===== config.mk =====
export PLATFORM = sky130hd
export DESIGN_NAME = ifu_prefetch
export DESIGN_NICKNAME = d
export VERILOG_FILES = /design/src/rtl/ifu_pkg.sv /design/src/rtl/ifu_fifo.sv /design/src/rtl/ifu_prefetch.sv
export SDC_FILE = /design/constraint.sdc
export NUM_CORES = 1
export LEC_CHECK = 0
export BUFFER_PORTS_ARGS = -buffer_cell sky130_fd_sc_hd__buf_2
export CAP_MARGIN = 40
export CORE_UTILIZATION = 42
export CTS_CLUSTER_DIAMETER = 40
export CTS_CLUSTER_SIZE = 12
export DETAILED_ROUTE_END_ITERATION = 16
export PLACE_DENSITY = 0.68
export SYNTH_ARGS = -nofsm -noshare
export SYNTH_HDL_FRONTEND = slang
export SYNTH_SLANG_ARGS = --single-unit
export TNS_END_PERCENT = 5

===== constraint.sdc =====
create_clock -name clk -period 3.2 [get_ports clk]
set_input_delay 0.64 -clock clk [delete_from_list [all_inputs] [get_ports clk]]
set_output_delay 0.64 -clock clk [all_outputs]
set_load 0.005 [all_outputs]

===== src/rtl/ifu_pkg.sv =====
// Shared encodings and helpers for the prefetching instruction fetch unit.
// Optional build macro used by the top level: IFU_PERF_EN.
package ifu_pkg;

    localparam int PC_W    = 32;
    localparam int EXC_W   = 5;
    localparam int ENTRY_W = PC_W + EXC_W;

    typedef enum logic [2:0] {
        NPC_SEQ  = 3'd0,
        NPC_BR   = 3'd1,
        NPC_J    = 3'd2,
        NPC_JR   = 3'd3,
        NPC_EXC  = 3'd4,
        NPC_ERET = 3'd5
    } npc_sel_e;

    localparam logic [EXC_W-1:0] EXC_NONE = 5'd0;
    localparam logic [EXC_W-1:0] EXC_ADEL = 5'd4;

    typedef struct packed {
        logic [PC_W-1:0]  pc;
        logic [EXC_W-1:0] exc;
    } fetch_entry_t;

    // A fetch address is only legal when word aligned and inside the text window.
    function automatic logic [EXC_W-1:0] excCode(input logic [PC_W-1:0] pc,
                                                 input logic [PC_W-1:0] base,
                                                 input logic [PC_W-1:0] limit);
        if (pc[1:0] != 2'b00 || pc < base || pc > limit)
            return EXC_ADEL;
        return EXC_NONE;
    endfunction

endpackage


===== src/rtl/ifu_fifo.sv =====
// DEPTH-entry synchronous FIFO holding fetched {PC, ExcCode} entries.
// Flush takes priority over push and pop in the same cycle.
module ifu_fifo #(
    parameter int DEPTH = 4,
    parameter int WIDTH = 37
) (
    input  logic                     clk,
    input  logic                     rst_n,
    input  logic                     push,
    input  logic                     pop,
    input  logic                     flush,
    input  logic [WIDTH-1:0]         wdata,
    output logic [WIDTH-1:0]         rdata,
    output logic                     empty,
    output logic                     full,
    output logic [$clog2(DEPTH):0]   count
);

    localparam int AW = $clog2(DEPTH);
    localparam logic [AW:0] DEPTH_C = (AW + 1)'(DEPTH);

    logic [WIDTH-1:0] mem_q [DEPTH];
    logic [AW:0]      wrPtr_q, wrPtr_d;
    logic [AW:0]      rdPtr_q, rdPtr_d;
    logic             doPush, doPop;

    // Pointers carry one extra bit so full and empty stay distinguishable.
    assign count  = wrPtr_q - rdPtr_q;
    assign empty  = (count == '0);
    assign full   = (count == DEPTH_C);
    assign rdata  = mem_q[rdPtr_q[AW-1:0]];
    assign doPop  = pop & ~empty;
    assign doPush = push & (~full | doPop);

    always_comb begin
        wrPtr_d = wrPtr_q;
        rdPtr_d = rdPtr_q;
        if (flush) begin
            wrPtr_d = '0;
            rdPtr_d = '0;
        end else begin
            if (doPush) wrPtr_d = wrPtr_q + 1'b1;
            if (doPop)  rdPtr_d = rdPtr_q + 1'b1;
        end
    end

    always_ff @(posedge clk or negedge rst_n) begin
        if (!rst_n) begin
            wrPtr_q <= '0;
            rdPtr_q <= '0;
        end else begin
            wrPtr_q <= wrPtr_d;
            rdPtr_q <= rdPtr_d;
        end
    end

    always_ff @(posedge clk) begin
        if (doPush && !flush)
            mem_q[wrPtr_q[AW-1:0]] <= wdata;
    end

endmodule


===== src/rtl/ifu_prefetch.sv =====
// Fetch PC generator with redirect/flush, address-error halt and a prefetch queue.
// Define IFU_PERF_EN to add saturating redirect and queue-full performance counters.
module ifu_prefetch
    import ifu_pkg::*;
#(
    parameter logic [31:0] RESET_PC   = 32'h0000_3000,
    parameter logic [31:0] TEXT_BASE  = 32'h0000_3000,
    parameter logic [31:0] TEXT_LIMIT = 32'h0000_6FFC,
    parameter logic [31:0] EXC_VECTOR = 32'h0000_4180,
    parameter int          DEPTH      = 4
) (
    input  logic                     clk,
    input  logic                     reset,
    input  logic                     EN,
    input  logic [2:0]               nPC_sel,
    input  logic [31:0]              br_PC,
    input  logic [15:0]              sel_PC,
    input  logic [25:0]              instr_index,
    input  logic [31:0]              jr_PC,
    input  logic [31:0]              epc,
    input  logic                     out_ready,
    output logic                     out_valid,
    output logic [31:0]              PC,
    output logic [4:0]               ExcCode,
    output logic [$clog2(DEPTH):0]   count
`ifdef IFU_PERF_EN
    ,
    output logic [31:0]              perf_redirects,
    output logic [31:0]              perf_full
`endif
);

    npc_sel_e     sel;
    logic [31:0]  fetchPc_q, fetchPc_d;
    logic         halt_q, halt_d;
    logic [31:0]  brBase, target;
    logic         redirect, push, pop, empty, full;
    logic [4:0]   newExc;
    fetch_entry_t pushEntry, headEntry;

    assign sel      = npc_sel_e'(nPC_sel);
    assign brBase   = br_PC + 32'd4;
    assign redirect = (nPC_sel >= 3'd1) && (nPC_sel <= 3'd5);
    assign newExc   = excCode(fetchPc_q, TEXT_BASE, TEXT_LIMIT);
    assign pop      = ~empty & out_ready;
    assign push     = ~redirect & EN & ~halt_q & (~full | pop);
    assign pushEntry = '{pc: fetchPc_q, exc: newExc};

    always_comb begin
        target = fetchPc_q;
        case (sel)
            NPC_BR:   target = brBase + {{14{sel_PC[15]}}, sel_PC, 2'b00};
            NPC_J:    target = {brBase[31:28], instr_index, 2'b00};
            NPC_JR:   target = jr_PC;
            NPC_EXC:  target = EXC_VECTOR;
            NPC_ERET: target = epc;
            default:  target = fetchPc_q;
        endcase
    end

    // An AdEL entry is the last one fetched until control flow is redirected.
    always_comb begin
        fetchPc_d = fetchPc_q;
        halt_d    = halt_q;
        if (redirect) begin
            fetchPc_d = target;
            halt_d    = 1'b0;
        end else if (push) begin
            fetchPc_d = fetchPc_q + 32'd4;
            halt_d    = (newExc == EXC_ADEL);
        end
    end

    always_ff @(posedge clk or negedge reset) begin
        if (!reset) begin
            fetchPc_q <= RESET_PC;
            halt_q    <= 1'b0;
        end else begin
            fetchPc_q <= fetchPc_d;
            halt_q    <= halt_d;
        end
    end

    ifu_fifo #(
        .DEPTH (DEPTH),
        .WIDTH (ENTRY_W)
    ) u_fifo (
        .clk   (clk),
        .rst_n (reset),
        .push  (push),
        .pop   (pop),
        .flush (redirect),
        .wdata (pushEntry),
        .rdata (headEntry),
        .empty (empty),
        .full  (full),
        .count (count)
    );

    assign out_valid = ~empty;
    assign PC        = empty ? 32'd0 : headEntry.pc;
    assign ExcCode   = empty ? EXC_NONE : headEntry.exc;

`ifdef IFU_PERF_EN
    logic [31:0] perfRedirects_q, perfFull_q;
    logic        fullStall;

    assign fullStall = EN & ~redirect & full & ~pop;

    always_ff @(posedge clk or negedge reset) begin
        if (!reset) begin
            perfRedirects_q <= '0;
            perfFull_q      <= '0;
        end else begin
            if (redirect && perfRedirects_q != 32'hFFFF_FFFF)
                perfRedirects_q <= perfRedirects_q + 32'd1;
            if (fullStall && perfFull_q != 32'hFFFF_FFFF)
                perfFull_q <= perfFull_q + 32'd1;
        end
    end

    assign perf_redirects = perfRedirects_q;
    assign perf_full      = perfFull_q;
`endif

endmodule


======== Word-level counts from Yosys, hierarchy flattened ========
Memory sizes are Yosys's and may differ from the RTL's.
Cells that the tools add are included.
cells by class
  equal/unequal tests ..................... 8
  $add $sub $neg .......................... 6
  reduce and logical (&&, ||, !) cells .... 11
  bitwise gates (word level) .............. 12
  muxes and demuxes ....................... 16
  $lt $le $gt $ge ......................... 4
operators by type and width
  cell                   count
  $pmux 32 s5            1
  $mux 32                3
  $add 32x3->32 const B  2
  $add 32x32->32         1
  $gt 32x15->1 const B   1
  $lt 32x14->1 const B   1
  $mux 5                 3
  $mux 3                 4
  $eq 3x3->1 const B     3
  $reduce_bool 2->1      4
  $add 3x1->3 const B    2
  $and 1x1->1            6
  $eq 3x2->1 const B     2
  $ne 6x1->1 const B     1
  $eq 5x3->1 const B     1
  $mux 1                 5
  $not 1->1              4
  $eq 3x1->1 const B     1
  $ge 3x1->1 const B     1
  $le 3x3->1 const B     1
  $logic_not 3->1        1
  $sub 3x3->3            1
  $logic_and 1x1->1      2
  $logic_or 1x1->1       2
  other kinds (3)        4
storage, ports and cells
  input bits .............................. 145
  memories ................................ 1
  output and inout port bits .............. 41
  RAM bits ................................ 148
  word-level logic and storage cells ...... 62
  register bits ........................... 39
memory list
  name          depth  width  read ports  clocked after memory_dff  write ports  line            source
  u_fifo.mem_q  4      37     1           0                         1            ifu_fifo.sv:22  logic [WIDTH-1:0] mem_q [DEPTH];

======== Longest topological paths before layout ========
  depth in word-level cells ............... 10
  mapped depth ............................ 16
  depth with buffers taken out ............ 14

======== By module ========
Synthesis repeated with hierarchy kept, for this count alone.
unflattened totals
  cells, all modules ...................... 981
  area, all modules ....................... 11223.3 sq um
modules (own cells, without submodules)
  module        cells each  sequential area each (sq um)  area an instance (sq um)  times used
  ifu_fifo      244         4594.4                        5836.8                    1
  ifu_prefetch  737         828.3                         5386.4                    1

======== Worst setup path before layout ========
No wires, ideal clock.
  path type ............................... input port to flip-flop
  start ................................... in br_PC[5]
  end ..................................... reg fetchPc_q[31]
  library setup time ...................... 128 ps
  required time ........................... 3072 ps
  stages on the path ...................... 16
  path slack .............................. -444 ps
  path buffers ............................ 2
  arrival ................................. 3515 ps
  path through ............................ and4_1 > and4_1 > nor2b_1 > buf_2 > nand3_1 > xnor2_1 > ha_1 > clkbuf_1 > nand3_1 > a31oi_1 > a211oi_1 > o21ai_0 > o41ai_1 > a21oi_1 > xnor2_1 > o22ai_1
between the ends
  longest elaborated chain between the ends .. 4
ends and longest elaborated chain
  item                  line                source
  from (decl)           ifu_prefetch.sv:16  input logic [31:0] br_PC,
  $add 32x3->32 (*)     ifu_prefetch.sv:42  assign brBase = br_PC + 32'd4;
  $add 32x32->32        ifu_prefetch.sv:52  NPC_BR: target = brBase + {{14{sel_PC[15]}}, sel_PC, 2'b00};
  $pmux 32 s5 (*)       ifu_prefetch.sv:51  case (sel)
  $mux 32 (*)           ifu_prefetch.sv:65  if (redirect) begin
  to (signal assigned)  ifu_prefetch.sv:79  fetchPc_q <= fetchPc_d;
  to (decl)             ifu_prefetch.sv:34  logic [31:0] fetchPc_q, fetchPc_d;
Every way passes the cells marked *; elsewhere a longest branch is shown, timed or not.
A chain may end at the register's enable or synchronous reset.

======== Final worst setup path ========
  start ................................... reg u_fifo.wrPtr_q[0]
  end ..................................... out PC[28]
between the ends
  longest elaborated chain between the ends .. 3
ends and longest elaborated chain
  item                    line                 source
  from (decl)             ifu_fifo.sv:23       logic [AW:0] wrPtr_q, wrPtr_d;
  from (signal assigned)  ifu_fifo.sv:52       wrPtr_q <= wrPtr_d;
  $sub 3x3->3             ifu_fifo.sv:28       assign count = wrPtr_q - rdPtr_q;
  $logic_not 3->1         ifu_fifo.sv:29       assign empty = (count == '0);
  $mux 32                 ifu_prefetch.sv:101  assign PC = empty ? 32'd0 : headEntry.pc;
  to (decl)               ifu_prefetch.sv:23   output logic [31:0] PC,
No other way between the ends.

==> metrics.md <==
| Metric | Value |
|---|---|
| # IOs | `186` |
| Family with the most delay on the worst path | `buffers and inverters` |
| First-pass GRT wire length | `48.2 mm` |
| Final hold violations | `0` |
| Initial drt markers | `752` |
| Mean post-synth cell area | `10.6 sq um` |
| Max_cap viols | `0` |
| Worst rel slew slack | `0.503` |
| Die width | `161 um` |
| Final Power | `6700 uW` |
| Crit path launch | `u_fifo.wrPtr_q[0]` |
| Layout filler cell count | `2107` |
| Slowest stage delay, CP | `0.43 ns` |
| Setup violators final | `36` |
| Failing checks | `negative setup slack` |
| DP HPWL | `23.9 mm` |
| CTS tree | `built` |
| Setup WS post-layout | `-0.175 ns` |
| H-tree Lvls | `4` |
| Die height | `161 um` |
| CP Capture Type | `primary output` |
| WL final | `31.3 mm` |
| Leak Pwr | `0.00574 uW` |
| Status | `finished, violations left` |
| Pre-CTS setup slack | `-0.491 ns` |
| Final Skew | `0.00893 ns` |
| Die area | `0.0260 sq mm` |
| Crit-path max FO | `23` |
| Clock Sinks | `171` |
| Cell Count, Final, Fillers Out | `1659` |
| Gr usage total | `0.241` |
| Syn Inst Count | `1003` |
| #FFs+latches synth | `171` |
| Worst path bufs/invs | `4` |
| Top post-synthesis cells by count | `edfxtp_1 (132), nand2_1 (108), nor2_1 (65), a21oi_1 (58), o21ai_0 (54)` |
| Initial Utilization | `0.432` |
| PortBufs | `181` |
| Cell count after placement | `1628` |
| Max-slew violations | `0` |
| R2r startpoint | `u_fifo.wrPtr_q[0]` |
| Total congestion overflow | `0` |
| Critical Path Source Type | `register` |
| Period minus WS final | `3.37 ns` |
| Clk Latency, worst-skew pair | `0.41 ns` |
| Clock slew at reported path FFs | `0.06 ns` |
| Post-synth EDFFs | `132` |
| Pin count of the biggest net entering global routing | `36` |
| Core area | `0.0246 sq mm` |
| Asr flop ratio synth | `0.228` |
| Antenna violations before repair | `1` |
| Met3 wire length | `1.46 mm` |
| Cts hold-fix bufs | `0` |
| Clk Tree Root Cell | `clkbuf_16` |
| Post-route ant nets | `0` |
| Vias | `9244` |
| Fin crit share | `1.05` |
| DR pass1 iterations | `5` |
| Met1 WL | `14.0 mm` |
| Post-CTS setup repair buffer count | `0` |
| Yosys warns | `0` |
| Fin util | `0.562` |
| Residual DRC | `0` |
| Top cell type by total area after synthesis | `edfxtp_1` |
| Standard-cell rows | `57` |
| Final Cell Area | `0.0138 sq mm` |
| Most common cell in the netlist | `edfxtp_1` |
| Ant diodes | `0` |
| RSZ-0062 raised after global routing | `true` |
| Pwr dens | `484 mW/mm^2` |
| Via density | `5.57` |
| CTS Buf Count | `17` |
| Crit path cell chain | `inv_2, ha_4, fa_2, xor3_2, buf_6, or3_4, buf_12, and2_1, buf_2` |
| Layout area overhead | `30.0%` |
| Vias in the first global route | `8987` |
| Worst min-delay path category | `primary input to asynchronous set/reset pin` |
| FMAX | `296 MHz` |
| Synth area leaders | `edfxtp_1 (37%), dfrtp_1 (8.7%), mux4_2 (7.0%)` |
| Top_reg_cell synth | `edfxtp_1` |
| Slew @ Worst Pin | `0.745 ns` |
| Worst Path Required | `2.56 ns` |
| Critical Path AT | `2.73 ns` |
| Post-synth top area share | `0.373` |
| Placed cell areas | `0.0131 sq mm` |
| Max layer used | `met5` |
| Slowest cell on crit path | `xor3_2` |
| Crit Path Category | `register to primary output` |
| Multi-input gate area | `0.00548 sq mm` |
| Clock Path Buffers | `2` |
| Netlist cell types | `77` |
| Seq/Total Area, Yosys | `0.464` |
| Nets | `1512` |
| Final GP Congestion | `0.915` |
| Wire length on met2 | `15.3 mm` |
| Share of layout cells above drive strength 1 | `0.345` |
| VDD IR max | `0.343 mV` |
| Post-Syn Area | `0.0106 sq mm` |
| Reg area | `0.00494 sq mm` |
| Routed WL per cell | `18.8 um` |
==> area by class of cell <==
type                    instances  area share
multi-input cells             752       0.396
flip-flops and latches        171       0.357
repair buffers                354       0.168
clock buffers                  17      0.0308
well taps                     324      0.0293
clock inverters                14      0.0105
inverters                      27     0.00733
==> per-layer routing <==
layer | global-route usage | up-vias
met1 | 0.322 | 4461
met3 | 0.0257 | 35
met4 | 0.0686 | 2
li1 | - | 4412
met2 | 0.413 | 334
met5 | 0 | -
==> timing repair <==
item / 4_1_cts / 5_1_grt
gates resized for setup: 1 / 33
pin swaps: 1 / 1
endpoints found under the setup margin: 38 / 50
==> metrics by stage <==
step           TNS, ns  hold slack, ns
2_1_floorplan    -4.02           0.344
3_3_place_gp     -5.72           0.471
6_report         -5.17           0.228
4_1_cts          -4.73           0.220
5_1_grt         -10.05           0.246
3_5_place_dp     -6.39           0.505
==> power breakdown <==
part           switching, uW  internal (uW)  total (uW)
clock network            836           1150        1990
logic                    917            986        1900
registers                214           2600        2810
==> path summary, 6_finish.rpt <==
path                                       to  slack [ns]  cells after the start
worst max-delay path                   PC[28]       -0.17                      9
worst min-delay path            fetchPc_q[26]        0.23                      1
worst max register to register  fetchPc_q[24]        0.07                     11
worst min register to register         halt_q        0.53                      2
max in group asynchronous       fetchPc_q[12]        2.38                      2
min in group clk                 fetchPc_q[2]        0.48                      3
==> cells by family (layout without fill, tap and decap cells) <==
kind of cell	Yosys count	count (layout)	share of synthesized area
compound gates	230	230	0.143
xor+xnor	56	56	0.0476
fa+ha+maj	44	44	0.0532
buf+inv	83	412	0.0309
flops	171	171	0.464
mux	50	50	0.0860
other cells	1	4	0.000352
simple gates	368	368	0.175
==> placed cells by master (no fill, tap or decap), types with 32 or more instances in the layout <==
master	instances
buf_2	172
buf_4	167
edfxtp_1	132
nand2_1	108
nor2_1	64
a21oi_1	58
o21ai_0	52
ha_1	41
dfrtp_1	36
xnor2_1	35
mux4_2	33
nand3_1	32
==> registers in the layout, indices dropped and copies added (netlist names) <==
register,cells
halt_q,1
fetchPc_q,32
u_fifo.mem_q,132
u_fifo.rdPtr_q,3
u_fifo.wrPtr_q,3
Power figures use the tool's default switching activity.
